==> src/rtl/ysyx_25040105_wbu_if.sv <==
// Writeback-unit bus: upstream instruction handshake, load response, regfile write port and commit trace.
// slave = the WBU side, master = the environment that feeds and observes it.
interface ysyx_25040105_wbu_if #(
    parameter int AW = 5,
    parameter int DW = 32
);
    logic          in_valid;
    logic          in_ready;
    logic [AW-1:0] in_rd;
    logic          in_wen;
    logic          in_is_load;
    logic [2:0]    in_funct3;
    logic [1:0]    in_addr_lo;
    logic [DW-1:0] in_result;
    logic [DW-1:0] in_pc;

    logic          mem_rvalid;
    logic [DW-1:0] mem_rdata;

    logic          rf_wen;
    logic [AW-1:0] rf_waddr;
    logic [DW-1:0] rf_wdata;
    logic          commit_valid;
    logic [DW-1:0] commit_pc;
    logic          ld_err;

    modport slave (
        input  in_valid, in_rd, in_wen, in_is_load, in_funct3, in_addr_lo, in_result, in_pc,
        input  mem_rvalid, mem_rdata,
        output in_ready, rf_wen, rf_waddr, rf_wdata, commit_valid, commit_pc, ld_err
    );

    modport master (
        output in_valid, in_rd, in_wen, in_is_load, in_funct3, in_addr_lo, in_result, in_pc,
        output mem_rvalid, mem_rdata,
        input  in_ready, rf_wen, rf_waddr, rf_wdata, commit_valid, commit_pc, ld_err
    );
endinterface

==> src/rtl/ysyx_25040105_wbu.sv <==
// Writeback unit: accepts one instruction, waits for load data if needed, then writes the regfile for one cycle.
// Optional same-cycle read bypass enabled by defining YSYX_25040105_WBU_BYPASS_EN.
module ysyx_25040105_wbu #(
    parameter int ADDR_WIDTH = 5,
    parameter int DATA_WIDTH = 32
) (
    input  logic                  clk,
    input  logic                  rst,
`ifdef YSYX_25040105_WBU_BYPASS_EN
    input  logic [ADDR_WIDTH-1:0] fwd_raddr1,
    input  logic [ADDR_WIDTH-1:0] fwd_raddr2,
    input  logic [DATA_WIDTH-1:0] fwd_rf_rdata1,
    input  logic [DATA_WIDTH-1:0] fwd_rf_rdata2,
    output logic [DATA_WIDTH-1:0] fwd_rdata1,
    output logic [DATA_WIDTH-1:0] fwd_rdata2,
`endif
    ysyx_25040105_wbu_if.slave    bus
);
    localparam int AW = ADDR_WIDTH;
    localparam int DW = DATA_WIDTH;

    typedef enum logic [1:0] {
        IDLE     = 2'd0,
        WAIT_MEM = 2'd1,
        COMMIT   = 2'd2
    } state_t;

    state_t        state_q;
    logic [AW-1:0] rd_q;
    logic          wen_q;
    logic [2:0]    funct3_q;
    logic [1:0]    addr_lo_q;
    logic [DW-1:0] pc_q;

    logic          rf_wen_q;
    logic [AW-1:0] rf_waddr_q;
    logic [DW-1:0] rf_wdata_q;
    logic          commit_valid_q;
    logic [DW-1:0] commit_pc_q;
    logic          ld_err_q;

    logic [DW-1:0] load_data_d;
    logic          load_err_d;
    logic [7:0]    load_byte;
    logic [15:0]   load_half;

    assign bus.in_ready     = (state_q == IDLE);
    assign bus.rf_wen       = rf_wen_q;
    assign bus.rf_waddr     = rf_waddr_q;
    assign bus.rf_wdata     = rf_wdata_q;
    assign bus.commit_valid = commit_valid_q;
    assign bus.commit_pc    = commit_pc_q;
    assign bus.ld_err       = ld_err_q;

    // Lane select uses the address captured at accept; the memory returns the whole aligned word.
    assign load_byte = bus.mem_rdata[8*addr_lo_q +: 8];
    assign load_half = bus.mem_rdata[16*addr_lo_q[1] +: 16];

    always_comb begin
        load_data_d = '0;
        load_err_d  = 1'b0;
        case (funct3_q)
            3'd0: load_data_d = {{(DW-8){load_byte[7]}}, load_byte};
            3'd4: load_data_d = {{(DW-8){1'b0}}, load_byte};
            3'd1: begin
                load_data_d = {{(DW-16){load_half[15]}}, load_half};
                load_err_d  = addr_lo_q[0];
            end
            3'd5: begin
                load_data_d = {{(DW-16){1'b0}}, load_half};
                load_err_d  = addr_lo_q[0];
            end
            3'd2: begin
                load_data_d = bus.mem_rdata;
                load_err_d  = (addr_lo_q != 2'd0);
            end
            default: load_err_d = 1'b1;
        endcase
    end

    always_ff @(posedge clk) begin
        if (rst) begin
            state_q        <= IDLE;
            rd_q           <= '0;
            wen_q          <= 1'b0;
            funct3_q       <= '0;
            addr_lo_q      <= '0;
            pc_q           <= '0;
            rf_wen_q       <= 1'b0;
            rf_waddr_q     <= '0;
            rf_wdata_q     <= '0;
            commit_valid_q <= 1'b0;
            commit_pc_q    <= '0;
            ld_err_q       <= 1'b0;
        end else begin
            rf_wen_q       <= 1'b0;
            commit_valid_q <= 1'b0;
            ld_err_q       <= 1'b0;
            case (state_q)
                IDLE: begin
                    if (bus.in_valid) begin
                        rd_q      <= bus.in_rd;
                        wen_q     <= bus.in_wen;
                        funct3_q  <= bus.in_funct3;
                        addr_lo_q <= bus.in_addr_lo;
                        pc_q      <= bus.in_pc;
                        if (bus.in_is_load) begin
                            state_q <= WAIT_MEM;
                        end else begin
                            // Non-load results are already final, so commit straight from the inputs.
                            state_q        <= COMMIT;
                            rf_wen_q       <= bus.in_wen & (bus.in_rd != '0);
                            rf_waddr_q     <= bus.in_rd;
                            rf_wdata_q     <= bus.in_result;
                            commit_valid_q <= 1'b1;
                            commit_pc_q    <= bus.in_pc;
                        end
                    end
                end
                WAIT_MEM: begin
                    if (bus.mem_rvalid) begin
                        state_q        <= COMMIT;
                        rf_wen_q       <= wen_q & (rd_q != '0) & ~load_err_d;
                        rf_waddr_q     <= rd_q;
                        rf_wdata_q     <= load_data_d;
                        commit_valid_q <= 1'b1;
                        commit_pc_q    <= pc_q;
                        ld_err_q       <= load_err_d;
                    end
                end
                COMMIT:  state_q <= IDLE;
                default: state_q <= IDLE;
            endcase
        end
    end

`ifdef YSYX_25040105_WBU_BYPASS_EN
    logic [AW-1:0] fwd_raddr [2];
    logic [DW-1:0] fwd_rf    [2];
    logic [DW-1:0] fwd_out   [2];

    assign fwd_raddr[0] = fwd_raddr1;
    assign fwd_raddr[1] = fwd_raddr2;
    assign fwd_rf[0]    = fwd_rf_rdata1;
    assign fwd_rf[1]    = fwd_rf_rdata2;
    assign fwd_rdata1   = fwd_out[0];
    assign fwd_rdata2   = fwd_out[1];

    for (genvar gi = 0; gi < 2; gi++) begin : g_fwd
        assign fwd_out[gi] = (fwd_raddr[gi] == '0) ? '0 :
                             (rf_wen_q && (rf_waddr_q == fwd_raddr[gi])) ? rf_wdata_q :
                             fwd_rf[gi];
    end
`endif
endmodule

==> src/flat_wrapper.sv <==
// flat-port wrapper written by rule: the top's interface ports become plain ports
module ysyx_25040105_wbu_flat 
#(
    parameter int ADDR_WIDTH = 5,
    parameter int DATA_WIDTH = 32
)
  (clk, rst, bus_in_valid, bus_in_rd, bus_in_wen, bus_in_is_load, bus_in_funct3, bus_in_addr_lo, bus_in_result, bus_in_pc, bus_mem_rvalid, bus_mem_rdata, bus_in_ready, bus_rf_wen, bus_rf_waddr, bus_rf_wdata, bus_commit_valid, bus_commit_pc, bus_ld_err);
  ysyx_25040105_wbu_if #(.AW(5), .DW(32)) bus_i ();
  input  logic clk;
  input  logic rst;
  input wire logic [$bits(bus_i.in_valid)-1:0] bus_in_valid;
  input wire logic [$bits(bus_i.in_rd)-1:0] bus_in_rd;
  input wire logic [$bits(bus_i.in_wen)-1:0] bus_in_wen;
  input wire logic [$bits(bus_i.in_is_load)-1:0] bus_in_is_load;
  input wire logic [$bits(bus_i.in_funct3)-1:0] bus_in_funct3;
  input wire logic [$bits(bus_i.in_addr_lo)-1:0] bus_in_addr_lo;
  input wire logic [$bits(bus_i.in_result)-1:0] bus_in_result;
  input wire logic [$bits(bus_i.in_pc)-1:0] bus_in_pc;
  input wire logic [$bits(bus_i.mem_rvalid)-1:0] bus_mem_rvalid;
  input wire logic [$bits(bus_i.mem_rdata)-1:0] bus_mem_rdata;
  output wire logic [$bits(bus_i.in_ready)-1:0] bus_in_ready;
  output wire logic [$bits(bus_i.rf_wen)-1:0] bus_rf_wen;
  output wire logic [$bits(bus_i.rf_waddr)-1:0] bus_rf_waddr;
  output wire logic [$bits(bus_i.rf_wdata)-1:0] bus_rf_wdata;
  output wire logic [$bits(bus_i.commit_valid)-1:0] bus_commit_valid;
  output wire logic [$bits(bus_i.commit_pc)-1:0] bus_commit_pc;
  output wire logic [$bits(bus_i.ld_err)-1:0] bus_ld_err;
  assign bus_i.in_valid = bus_in_valid;
  assign bus_i.in_rd = bus_in_rd;
  assign bus_i.in_wen = bus_in_wen;
  assign bus_i.in_is_load = bus_in_is_load;
  assign bus_i.in_funct3 = bus_in_funct3;
  assign bus_i.in_addr_lo = bus_in_addr_lo;
  assign bus_i.in_result = bus_in_result;
  assign bus_i.in_pc = bus_in_pc;
  assign bus_i.mem_rvalid = bus_mem_rvalid;
  assign bus_i.mem_rdata = bus_mem_rdata;
  assign bus_in_ready = bus_i.in_ready;
  assign bus_rf_wen = bus_i.rf_wen;
  assign bus_rf_waddr = bus_i.rf_waddr;
  assign bus_rf_wdata = bus_i.rf_wdata;
  assign bus_commit_valid = bus_i.commit_valid;
  assign bus_commit_pc = bus_i.commit_pc;
  assign bus_ld_err = bus_i.ld_err;
  ysyx_25040105_wbu #(.ADDR_WIDTH(ADDR_WIDTH), .DATA_WIDTH(DATA_WIDTH)) u_core (.clk(clk), .rst(rst), .bus(bus_i));
endmodule
==> config.mk <==
export PLATFORM = sky130hd
export DESIGN_NAME = ysyx_25040105_wbu_flat
export DESIGN_NICKNAME = d
export VERILOG_FILES = /design/src/rtl/ysyx_25040105_wbu_if.sv /design/src/rtl/ysyx_25040105_wbu.sv /design/src/flat_wrapper.sv
export SDC_FILE = /design/constraint.sdc
export NUM_CORES = 1
export LEC_CHECK = 0
export BUFFER_PORTS_ARGS = -buffer_cell sky130_fd_sc_hd__clkbuf_2
export CORE_ASPECT_RATIO = 1.2
export CORE_UTILIZATION = 46
export DETAILED_ROUTE_END_ITERATION = 8
export PLACE_DENSITY_LB_ADDON = 0.05
export SETUP_SLACK_MARGIN = 0.4
export SLEW_MARGIN = 40
export SYNTH_ARGS = -nofsm -noshare
export SYNTH_HDL_FRONTEND = slang
export SYNTH_SLANG_ARGS = --single-unit
==> constraint.sdc <==
create_clock -name clk -period 1.7 [get_ports clk]
set_input_delay 0.255 -clock clk [delete_from_list [all_inputs] [get_ports clk]]
set_output_delay 0.255 -clock clk [all_outputs]
set_load 0.05 [all_outputs]
---- Yosys cells after proc, flatten, opt, wreduce, memory -nomap -nowiden ----
Cells that the tools add are included.
Widths: inputs -> output; s select.
cells by class
  eq/ne operators ......................... 8
  shifts and indexed selects .............. 2
  multiplexer cells ....................... 26
  bitwise operators ....................... 6
  reduce and logical (&&, ||, !) cells .... 12
operators by type and width
  operator            number
  $mux 32             6
  $pmux 32 s5         1
  $pmux 32 s2         2
  $shiftx 32x6->16    1
  $shiftx 32x6->8     1
  $mux 5              3
  $pmux 5 s2          1
  $reduce_bool 5->1   2
  $eq 3x3->1 const B  2
  $mux 1              6
  $mux 2              3
  $ne 2x2->1 const B  3
  $pmux 1 s2          2
  $pmux 2 s2          1
  $reduce_and 2->1    2
  $reduce_and 4->1    1
  $reduce_bool 2->1   2
  $reduce_or 2->1     2
  $and 1x1->1         3
  $eq 3x1->1 const B  1
  $eq 3x2->1 const B  1
  $logic_not 3->1     1
  $not 1->1           3
  $pmux 1 s3          1
  other kinds (3)     3
word-level totals
  register bits after elaboration ......... 117
  bits of input ports ..................... 112
  output and inout port bits .............. 73

---- Logic depth before layout (Yosys ltp) ----
  depth in word-level cells ............... 7
  gate-level depth with buffers ........... 8
  gate-level depth less buffers ........... 4

---- Worst setup path after synthesis ----
OpenSTA, ideal clock, no wires.
  path type ............................... register -> register
  start ................................... reg u_core.state_q[0]
  end ..................................... reg u_core.pc_q[21]
  library setup time ...................... 70 ps
  arrival time ............................ 1972 ps
  required time ........................... 1630 ps
  path slack .............................. -343 ps
  cell stages (with the launch flop) ...... 8
  clock period less this slack ............ 2043 ps
  cell sequence ........................... dfxtp_1 buf_2 nor2_1 and2_1 clkbuf_1 buf_2 nand2_1 a21oi_1
on the way
  cells in the longest elaborated chain, start to end .. 2
RTL lines
  what                               RTL line                  text
  start, declared                    ysyx_25040105_wbu.sv:28   state_t state_q;
  start signal, assigned             ysyx_25040105_wbu.sv:83   state_q <= IDLE;
  start signal, assigned             ysyx_25040105_wbu.sv:108  state_q <= WAIT_MEM;
  start signal, assigned             ysyx_25040105_wbu.sv:111  state_q <= COMMIT;
  $logic_not 2->1                    -
  net bus_in_ready                   flat_wrapper.sv:21        output wire logic [$bits(bus_i.in_ready)-1:0] bus_in_ready;
  $reduce_and 2->1 (no source line)  -
  end signal, assigned               ysyx_25040105_wbu.sv:106  pc_q <= bus.in_pc;
  end, declared                      ysyx_25040105_wbu.sv:33   logic [DW-1:0] pc_q;
The timed path passes the listed nets, and every way through them passes these cells.
A chain may end at the register's enable or synchronous reset.

---- Worst setup path after layout ----
  start ................................... reg u_core.state_q[1]
  end ..................................... reg u_core.commit_pc_q[16], in the netlist u_core.bus.commit_pc[16]
on the way
  cells in the longest elaborated chain, start to end .. 3
  elaborated cells on any way between the ends .. 8
  classes of those cells .................. eq/ne: 4; mux: 1; reduce/logical: 3
RTL lines
  what                                                                     RTL line                  text
  $eq 2x1->1 / $logic_not 2->1 (equally long branches)                     ysyx_25040105_wbu.sv:99   case (state_q)
  $ne 2x2->1 (no source line) / $reduce_bool 2->1 (equally long branches)  -
  $reduce_and 4->1 (no source line)                                        -
  end signal, assigned                                                     ysyx_25040105_wbu.sv:116  commit_pc_q <= bus.in_pc;
  end signal, assigned                                                     ysyx_25040105_wbu.sv:127  commit_pc_q <= pc_q;
  end, declared                                                            ysyx_25040105_wbu.sv:39   logic [DW-1:0] commit_pc_q;
Parallel ways exist; a longest one is shown, timed or not.

==> impl_metrics.yaml <==
sta:
  timing.final.max_slew_violations: 0
  finalCritPeriodShare_pct: 96.3
  finalHoldViolCount: 0
  finalWorstSetupSlack_ns: 0.0631
  fmax_ghz: 0.611
  tightest_slew_ns: 0.491
  finClkSkew_ns: 0.00449
  slew-limit-headroom_pct: 67.0
  min_period_ns: 1.64
  tns_ns: 0
  rsz0062_at_grt: "true"
  setup_viol: 0
critical_path:
  required_ns: 2.03
  r2r_setup_slack_ns: 0.06
  criticalPathCategory: "reg -> reg"
  start_kind: "flop"
  crit_chain: "nor4b_4 > or2_4 > buf_12 > clkbuf_16 > nor2_4 > a211oi_2"
  critPathMaxFanout: 7
  slowest_delay_ns: 0.38
  cp_data_arrival_time_ns: 1.97
  crit_slowest_cell: "nor4b_4"
  endpoint_kind: "flop"
die:
  fp.dieW_microns: 101
  core-area_sq_um: 11600
  ios: 185
  rows: 43
  die_h_microns: 121
  start_util_pct: 47.2
  die_area_sq_um: 12300
placement:
  dp_cells: 971
  gp_congestion: 0.877
  preCtsSetupSlack_ns: -0.205
  dp_hpwl_microns: 12000
  io_buffers: 184
synth:
  syn_inst: 645
  yosysWarnings: 0
  ys_seq_area_share_pct: 42.9
  syn_area_per_cell_sq_um: 8.46
  synth_edf_count: 0
  ys.flop_type: "dfxtp_1"
  async_flop_share_pct: 0
  syn_area_sq_um: 5460
  ys_ff_latch: 117
  synthDistinctLibCells: 39
  synth.net_count: 757
layout:
  nets: 992
  fin_util_pct: 75.6
  final_common_cell: "clkbuf_2"
  layout-drive-gt1-share_pct: 49.0
  multi_input_area_sq_um: 3410
  antenna_cells: 0
  fillers: 814
  fin_cells: 1050
  mostFrequentLayoutCells: "clkbuf_2 (115), dfxtp_1 (112), nand2_1 (75)"
  syn_to_final_growth_pct: 60.2
  regArea_sq_um: 2360
detailed_routing:
  vias_per_cell: 5.61
  vias: 5891
  avgRoutedWirePerCell_microns: 18.1
  drtIter0Drc: 248
  drc: 0
  antenna_left: 0
  drt_wl_total_microns: 19000
  firstDrtPassIters: 6
outcome:
  run_status: "finished clean"
power_and_ir_drop:
  ir_drop_uv: 708
  p_total_mw: 9.07
  cellPowerDensity_nw_per_um2: 1040
  leakagePower_nw: 3.92
cts:
  clkSlewWorstSetupHoldPaths_ns: 0.06
  ctsLongestPathBuffers: 2
  cts_tree: "built"
  cts-root-buf: "clkbuf_16"
  clock_latency_ns: 0.41
  h-tree-depth: 4
  clkSinkCount: 117
  numCtsBuffers: 17
global_route:
  antenna_found_initial: 0
  grt_pass1_vias: 5313
  track_usage_pct: 27.5
  overflow: 0
  grt_max_degree: 72
  grt_pass1_wl_microns: 25800
hold_path:
  hp-class: "in -> reg"
job:
  drv_cap: 0
[worst max-delay path, delay by kind of cell, from the launching register on]
kind	cells	cell delay (ns)
buffers and inverters	2	0.30
AOI/OAI and AO/OA	1	0.14
DFF	1	0.36
and+or+nand+nor	3	0.75
[flip-flops by register name (all words and copies together) (netlist names), 2 cells and up]
signal,count
u_core.bus.commit_pc,32
u_core.state_q,2
u_core.funct3_q,3
u_core.addr_lo_q,2
u_core.bus.rf_wdata,32
u_core.bus.rf_waddr,5
u_core.rd_q,5
u_core.pc_q,32
[cells by family after synthesis]
group	synth area share (%)
and+or+nand+nor	15.5
buffers and inverters	7.15
DFF	42.9
AOI/OAI and AO/OA	24.2
muxes	10.1
[cells in the mapped netlist (2+ instances only)]
| library cell | instances | area, sq um |
|---|---|---|
| dfxtp_1 | 117 | 2340 |
| nand2_1 | 89 | 334 |
| a21oi_1 | 79 | 395 |
| mux2i_1 | 53 | 531 |
| nor2_1 | 51 | 191 |
| a211oi_1 | 38 | 285 |
| buf_2 | 27 | 135 |
| clkbuf_1 | 24 | 90.1 |
| inv_1 | 19 | 71.3 |
| o22ai_1 | 17 | 106 |
| o21ai_0 | 16 | 80.1 |
| o221ai_1 | 16 | 140 |
| o2bb2ai_1 | 15 | 131 |
| nand2b_1 | 12 | 75.1 |
| a31oi_1 | 8 | 50.1 |
| nor2b_1 | 8 | 50.1 |
| nor3_1 | 8 | 40.0 |
| a2111oi_0 | 7 | 61.3 |
| buf_4 | 7 | 52.6 |
| nor4_1 | 6 | 37.5 |
| buf_6 | 3 | 33.8 |
| nor3b_1 | 3 | 22.5 |
| and2_1 | 2 | 12.5 |
| buf_1 | 2 | 7.51 |
| o2111ai_1 | 2 | 17.5 |
| o211ai_1 | 2 | 15.0 |
| or4_1 | 2 | 15.0 |
[path summary, 6_finish.rpt]
check / start / end / depth (start not counted)
setup / recovery: u_core.state_q[1] / u_core.bus.commit_pc[16] / 6
hold / removal: bus_in_addr_lo[0] / u_core.addr_lo_q[0] / 3
setup reg to reg: u_core.state_q[1] / u_core.bus.commit_pc[16] / 6
hold reg to reg: u_core.pc_q[30] / u_core.pc_q[30] / 2
[layer usage]
layer	share of wire (%)	GRT usage, %	up-vias
met5	0	0	-
met4	3.2	12.7	0
met3	5.9	7.14	54
met2	52	49.4	232
met1	39	29.7	2798
li1	-	-	2807
[cell type report]
type | instances | area share, %
clock inverters | 15 | 1.68
multi-input cells | 449 | 39.1
flip-flops and latches | 117 | 27.0
inverters | 19 | 0.816
well taps | 157 | 2.25
clock buffers | 17 | 4.87
repair buffers | 276 | 24.4
[report_power, final]
group          total, mW  internal (mW)  switching (mW)
Combinational       2.50          0.993            1.51
Clock               3.44           2.04            1.40
Sequential          3.12           2.97           0.154
Total               9.07           6.01            3.06
[stage by stage]
step	hold slack (ns)	cell area [sq um]
after floorplan	0.391	5630
after global placement	0.441	6820
after detailed placement	0.446	6820
after CTS	0.0577	7750
after global routing	0.0678	8740
final	0.0623	8740
[what timing repair did]
action | CTS | global route
buffers inserted | 15 | 17
resized for setup | 74 | 226
pin swaps | 20 | 49
cloned | 3 | 12
endpoints found under the setup margin | 115 | 145
hold buffers | 0 | 0
(Power assumes the default switching activity.)
